$ cat src/rtl/aes_hmac_out_collector.sv
// Reassembles the byte-serial AES/HMAC result stream into cipher and tag words
// and presents each completed frame on a valid/ready handshake.
module aes_hmac_out_collector #(
    parameter int CIPHER_BYTES = 16,
    parameter int TAG_BYTES    = 32,
    parameter int GAP_MAX      = 4
) (
    input  logic                      clk,
    input  logic                      rst_n,
    input  logic [7:0]                i_data,
    input  logic                      i_valid,
    output logic [8*CIPHER_BYTES-1:0] o_cipher,
    output logic [8*TAG_BYTES-1:0]    o_tag,
    output logic                      o_valid,
    input  logic                      i_ready,
    output logic                      o_busy,
    output logic                      o_err,
    output logic                      o_ovf
);

    localparam int CNT_MAX = (CIPHER_BYTES > TAG_BYTES) ? CIPHER_BYTES : TAG_BYTES;
    localparam int CNT_W   = $clog2(CNT_MAX + 1);
    localparam int GAP_W   = $clog2(GAP_MAX + 2);

    localparam logic [CNT_W-1:0] C_LAST  = CNT_W'(CIPHER_BYTES - 1);
    localparam logic [CNT_W-1:0] T_LAST  = CNT_W'(TAG_BYTES - 1);
    localparam logic [CNT_W-1:0] CNT_ONE = CNT_W'(1);
    localparam logic [GAP_W-1:0] G_LIM   = GAP_W'(GAP_MAX);
    localparam logic [GAP_W-1:0] G_ONE   = GAP_W'(1);

    typedef enum logic [2:0] {
        S_IDLE,
        S_CIPHER,
        S_GAP,
        S_TAG,
        S_HOLD
    } state_e;

    state_e                    state_q;
    logic [CNT_W-1:0]          cnt_q;
    logic [GAP_W-1:0]          gap_q;
    logic [8*CIPHER_BYTES-1:0] cipher_q;
    logic [8*TAG_BYTES-1:0]    tag_q;
    logic                      valid_q;
    logic                      busy_q;
    logic                      err_q;
    logic                      ovf_q;
    logic                      in_frame;
    logic                      timeout;

    assign in_frame = (state_q == S_CIPHER) || (state_q == S_GAP) ||
                      (state_q == S_TAG);
    // Fires on the first idle cycle beyond the tolerated run.
    assign timeout  = in_frame && !i_valid && (gap_q == G_LIM);

    always_ff @(posedge clk) begin
        if (!rst_n) begin
            state_q  <= S_IDLE;
            cnt_q    <= '0;
            gap_q    <= '0;
            cipher_q <= '0;
            tag_q    <= '0;
            valid_q  <= 1'b0;
            busy_q   <= 1'b0;
            err_q    <= 1'b0;
            ovf_q    <= 1'b0;
        end else begin
            err_q <= 1'b0;
            if (timeout) begin
                state_q <= S_IDLE;
                cnt_q   <= '0;
                gap_q   <= '0;
                busy_q  <= 1'b0;
                err_q   <= 1'b1;
            end else begin
                unique case (state_q)
                    S_IDLE: begin
                        if (i_valid) begin
                            cipher_q[7:0] <= i_data;
                            cnt_q         <= CNT_ONE;
                            gap_q         <= '0;
                            busy_q        <= 1'b1;
                            state_q       <= S_CIPHER;
                        end
                    end
                    S_CIPHER: begin
                        if (i_valid) begin
                            cipher_q[8*int'(cnt_q) +: 8] <= i_data;
                            gap_q <= '0;
                            if (cnt_q == C_LAST) begin
                                cnt_q   <= '0;
                                state_q <= S_GAP;
                            end else begin
                                cnt_q <= cnt_q + CNT_ONE;
                            end
                        end else begin
                            gap_q <= gap_q + G_ONE;
                        end
                    end
                    S_GAP: begin
                        if (i_valid) begin
                            tag_q[7:0] <= i_data;
                            cnt_q      <= CNT_ONE;
                            gap_q      <= '0;
                            state_q    <= S_TAG;
                        end else begin
                            gap_q <= gap_q + G_ONE;
                        end
                    end
                    S_TAG: begin
                        if (i_valid) begin
                            tag_q[8*int'(cnt_q) +: 8] <= i_data;
                            gap_q <= '0;
                            if (cnt_q == T_LAST) begin
                                cnt_q   <= '0;
                                valid_q <= 1'b1;
                                busy_q  <= 1'b0;
                                state_q <= S_HOLD;
                            end else begin
                                cnt_q <= cnt_q + CNT_ONE;
                            end
                        end else begin
                            gap_q <= gap_q + G_ONE;
                        end
                    end
                    S_HOLD: begin
                        if (i_ready) begin
                            valid_q <= 1'b0;
                            // A byte coincident with the handshake opens the next frame.
                            if (i_valid) begin
                                cipher_q[7:0] <= i_data;
                                cnt_q         <= CNT_ONE;
                                gap_q         <= '0;
                                busy_q        <= 1'b1;
                                state_q       <= S_CIPHER;
                            end else begin
                                state_q <= S_IDLE;
                            end
                        end else if (i_valid) begin
                            ovf_q <= 1'b1;
                        end
                    end
                    default: begin
                        state_q <= S_IDLE;
                    end
                endcase
            end
        end
    end

    assign o_cipher = cipher_q;
    assign o_tag    = tag_q;
    assign o_valid  = valid_q;
    assign o_busy   = busy_q;
    assign o_err    = err_q;
    assign o_ovf    = ovf_q;

endmodule

$ cat config.mk
export PLATFORM = sky130hd
export DESIGN_NAME = aes_hmac_out_collector
export DESIGN_NICKNAME = d
export VERILOG_FILES = /design/src/rtl/aes_hmac_out_collector.sv
export SDC_FILE = /design/constraint.sdc
export NUM_CORES = 1
export LEC_CHECK = 0
export BUFFER_PORTS_ARGS = -buffer_cell sky130_fd_sc_hd__buf_2
export CAP_MARGIN = 20
export CORE_UTILIZATION = 54
export CTS_CLUSTER_DIAMETER = 200
export DETAILED_ROUTE_END_ITERATION = 7
export PLACE_DENSITY = 0.8
export REMOVE_ABC_BUFFERS = 1
export SETUP_SLACK_MARGIN = 0.15
export SKIP_LAST_GASP = 1
export SLEW_MARGIN = 20
export SYNTH_ARGS = -nofsm -noshare
export SYNTH_HDL_FRONTEND = slang
export SYNTH_SLANG_ARGS = --single-unit
$ cat constraint.sdc
create_clock -name clk -period 3.3 [get_ports clk]
set_clock_uncertainty 0.1 [all_clocks]
set_input_delay 0.825 -clock clk [delete_from_list [all_inputs] [get_ports clk]]
set_output_delay 0.825 -clock clk [all_outputs]
set_load 0.01 [all_outputs]
==> out/metrics.yaml <==
status: "finished, final reports clean"
nets: 2154
synth_edf_count: 0
die_y_um: 177
setup_viol: 0
cp-end-kind: "flop"
htree_levels: 2
ant_nets: 0
die_area_sq_um: 31300
final_cell_mix: "nand2_1 (423), dfxtp_1 (400), buf_2 (398), mux2i_1 (306), nand3_1 (167)"
min_path_type: "reg -> reg"
synthCells: 1792
start_util_pct: 55.3
antenna_found_initial: 0
worstMarginPinSlew_ns: 0.985
crit_fanout: 7
drc: 0
timing.rr.end: "o_cipher[1]"
yosys.area_share.xor_xnor_pct: 0.311
synth.avg_cell_area_sq_um: 9.21
critical_path_required_ns: 3.62
clk_pin_slew_ns: 0.06
grt_pass1_vias: 14200
cts_root_buf: "clkbuf_16"
finalMaxSlewViolations: 0
synthToLayoutAreaGrowth_pct: 22.8
yosysWarnings: 0
ys_seq_area_share_pct: 48.5
muxShareOfSynthArea_pct: 18.5
cts_tree: "done"
grt.overflow.total: 0
grt.total_usage_pct: 32.6
vias: 14800
p_per_area_nw_per_um2: 507
cp_common_cell: "or3_1"
fin_total_pwr_mw: 10.3
max_stage_delay_ns: 0.55
grt_pass1_wl_um: 79600
finalWorstPathRequiredPeriod_ns: 3.03
synth_compound_area_share_pct: 5.67
timing.fmax_mhz: 330
crit_cells: 9
io_pins: 400
path_cells: "or3_1 -> or3_1 -> inv_1 -> ha_1 -> or4_1 -> nor4_4 -> o21ai_1 -> and2_2 -> a22o_1"
globalplace.congestion: 0.871
synthAdderAreaFrac_pct: 0.455
wl_um: 52400
ir_worst_vdd_v: 0.000399
setup_tns_ns: 0
crit_type: "reg -> reg"
core_sq_um: 29900
routedWlPerCell_um: 20.5
drive_gt1_share_pct: 26.8
rsz0062_at_grt: "true"
r2r_slack_ns: 0.27
antenna_cells: 0
crit_path_end: "o_cipher[1]"
hold_viol: 0
critPathTopFamily: "simple AND/OR/NAND/NOR gates"
fin_crit_sh_pct: 92.0
critPathLaunch: "cnt_q[0]"
synth_cell_types: 73
final_common_cell: "nand2_1"
r2r_cells: 9
clock_path_buffers: 3
firstDrtPassIters: 5
cp.arrival_ns: 3.35
ys.flop_type: "dfxtp_1"
synth_top_family_by_area: "simple AND/OR/NAND/NOR gates"
insertion_delay_ns: 0.53
grt_max_degree: 147
yosys.area_share.simple_pct: 22.2
portBuffers: 399
p_leak_nw: 9.91
cap_violations: 0
path_buf_inv: 1
synthesis.area_sq_um: 16500
cts_buffers: 41
rr_startpoint: "cnt_q[0]"
slowest_stage: "or4_1"
dp_hpwl_um: 36600
num_rows: 63
vias_per_cell: 5.78
ys_seq_elements: 400
cts.sinks: 400
die_x_um: 177
maxSlewHeadroom_pct: 34.3
hold_ws_ns: 0.353
drt_iter0_drc: 1131
async_flop_share_pct: 0
startpoint_type: "flop"
cells by family after synthesis:
family                   after synthesis
AND/OR/NAND/NOR                      774
flip-flops                           400
multiplexers                         306
buffers and inverters                162
AO/OA/AOI/OAI                        139
adder cells (fa/ha/maj)                6
XOR/XNOR                               5
final cells by class:
type	count	area [sq um]
clock buffer	57	1200
multi-input combinational	1230	7890
tap	390	488
inverter	9	33.8
fill	2379	9600
clock inverter	16	198
sequential	400	8010
timing repair buffer	454	2460
timing repair:
action / in CTS / in global routing
pin swaps: 0 / 2
gates cloned: 0 / 0
hold buffers: 0 / 0
setup endpoints to repair: 15 / 104
setup buffers: 1 / 2
resized for setup: 2 / 11
stage by stage:
step,setup WS (ns),utilization [%],cells,instance area (sq um)
floorplan,-0.637,-,1639,15800
global placement,0.102,62.9,2480,18800
detailed placement,0.0559,62.9,2480,18800
CTS,0.162,67.7,2554,20200
global route,0.146,67.9,2556,20300
finish,0.265,67.9,2556,20300
routing by layer:
layer / GRT usage (%) / vias to the layer above / share of wire [%]
met5: 0 / - / 0
met3: 7.39 / 114 / 8.9
met2: 56.2 / 691 / 47
met1: 39.4 / 7131 / 40
li1: - / 6841 / -
met4: 12.0 / 0 / 3.5
worst min-delay path by stage:
stage,cells after the start,start,end
after floorplan,2,gap_q[2],gap_q[2]
after global placement,2,o_cipher[87],o_cipher[87]
after detailed placement,2,o_tag[15],o_tag[15]
after CTS,2,o_cipher[95],o_cipher[95]
after global routing,2,o_cipher[15],o_cipher[15]
final,2,o_tag[15],o_tag[15]
cells in the mapped netlist, types with 2 or more instances:
library cell / number / share of area (%)
and3_1: 19 / 0.72
and3b_1: 3 / 0.16
nor3b_1: 3 / 0.14
nor3_4: 8 / 0.79
a31oi_1: 5 / 0.19
and2_0: 3 / 0.11
a21boi_0: 2 / 0.091
or4_1: 8 / 0.36
or3_1: 9 / 0.34
a211oi_1: 2 / 0.091
buf_6: 6 / 0.41
dfxtp_1: 400 / 48
a21oi_1: 12 / 0.36
nand3b_1: 2 / 0.091
o2111ai_1: 4 / 0.21
o21a_1: 2 / 0.091
mux2i_1: 306 / 19
nor2_1: 34 / 0.77
nand2b_1: 15 / 0.57
o21ai_0: 56 / 1.7
buf_1: 11 / 0.25
nand2_2: 10 / 0.38
nand4_2: 2 / 0.15
a41oi_1: 2 / 0.11
ha_1: 6 / 0.45
a22o_1: 7 / 0.37
buf_2: 31 / 0.94
and2_1: 9 / 0.34
buf_4: 4 / 0.18
inv_1: 9 / 0.20
clkbuf_1: 100 / 2.3
xor2_1: 2 / 0.11
nor3_1: 6 / 0.18
a31o_2: 4 / 0.21
xnor2_1: 2 / 0.11
o21ai_1: 2 / 0.061
nand2_1: 425 / 9.7
nand3_1: 168 / 5.1
nor2b_1: 7 / 0.27
a21o_1: 2 / 0.091
nand4_1: 27 / 1.0
nor3_2: 2 / 0.12
o31ai_1: 25 / 1.1
worst register-to-register path, cell delays in order, from the launching register on:
cell and delay, ns:
dfxtp_1 0.31, or3_1 0.38, or3_1 0.34, inv_1 0.07
ha_1 0.29, or4_1 0.55, nor4_4 0.22, o21ai_1 0.19
and2_2 0.29, a22o_1 0.20
sequential cells by signal, summed over array words and instances (netlist names):
register  count
o_tag       256
o_cipher    128
cnt_q         6
gap_q         3
state_q       3
o_busy        1
o_err         1
o_ovf         1
o_valid       1
where the power goes:
group / internal, mW / leakage, nW / switching (mW)
clock: 2.85 / 0.692 / 1.90
sequential: 4.85 / 3.22 / 0.0160
combinational: 0.167 / 6.00 / 0.501
Note: power is estimated with default switching activity, not from simulation.
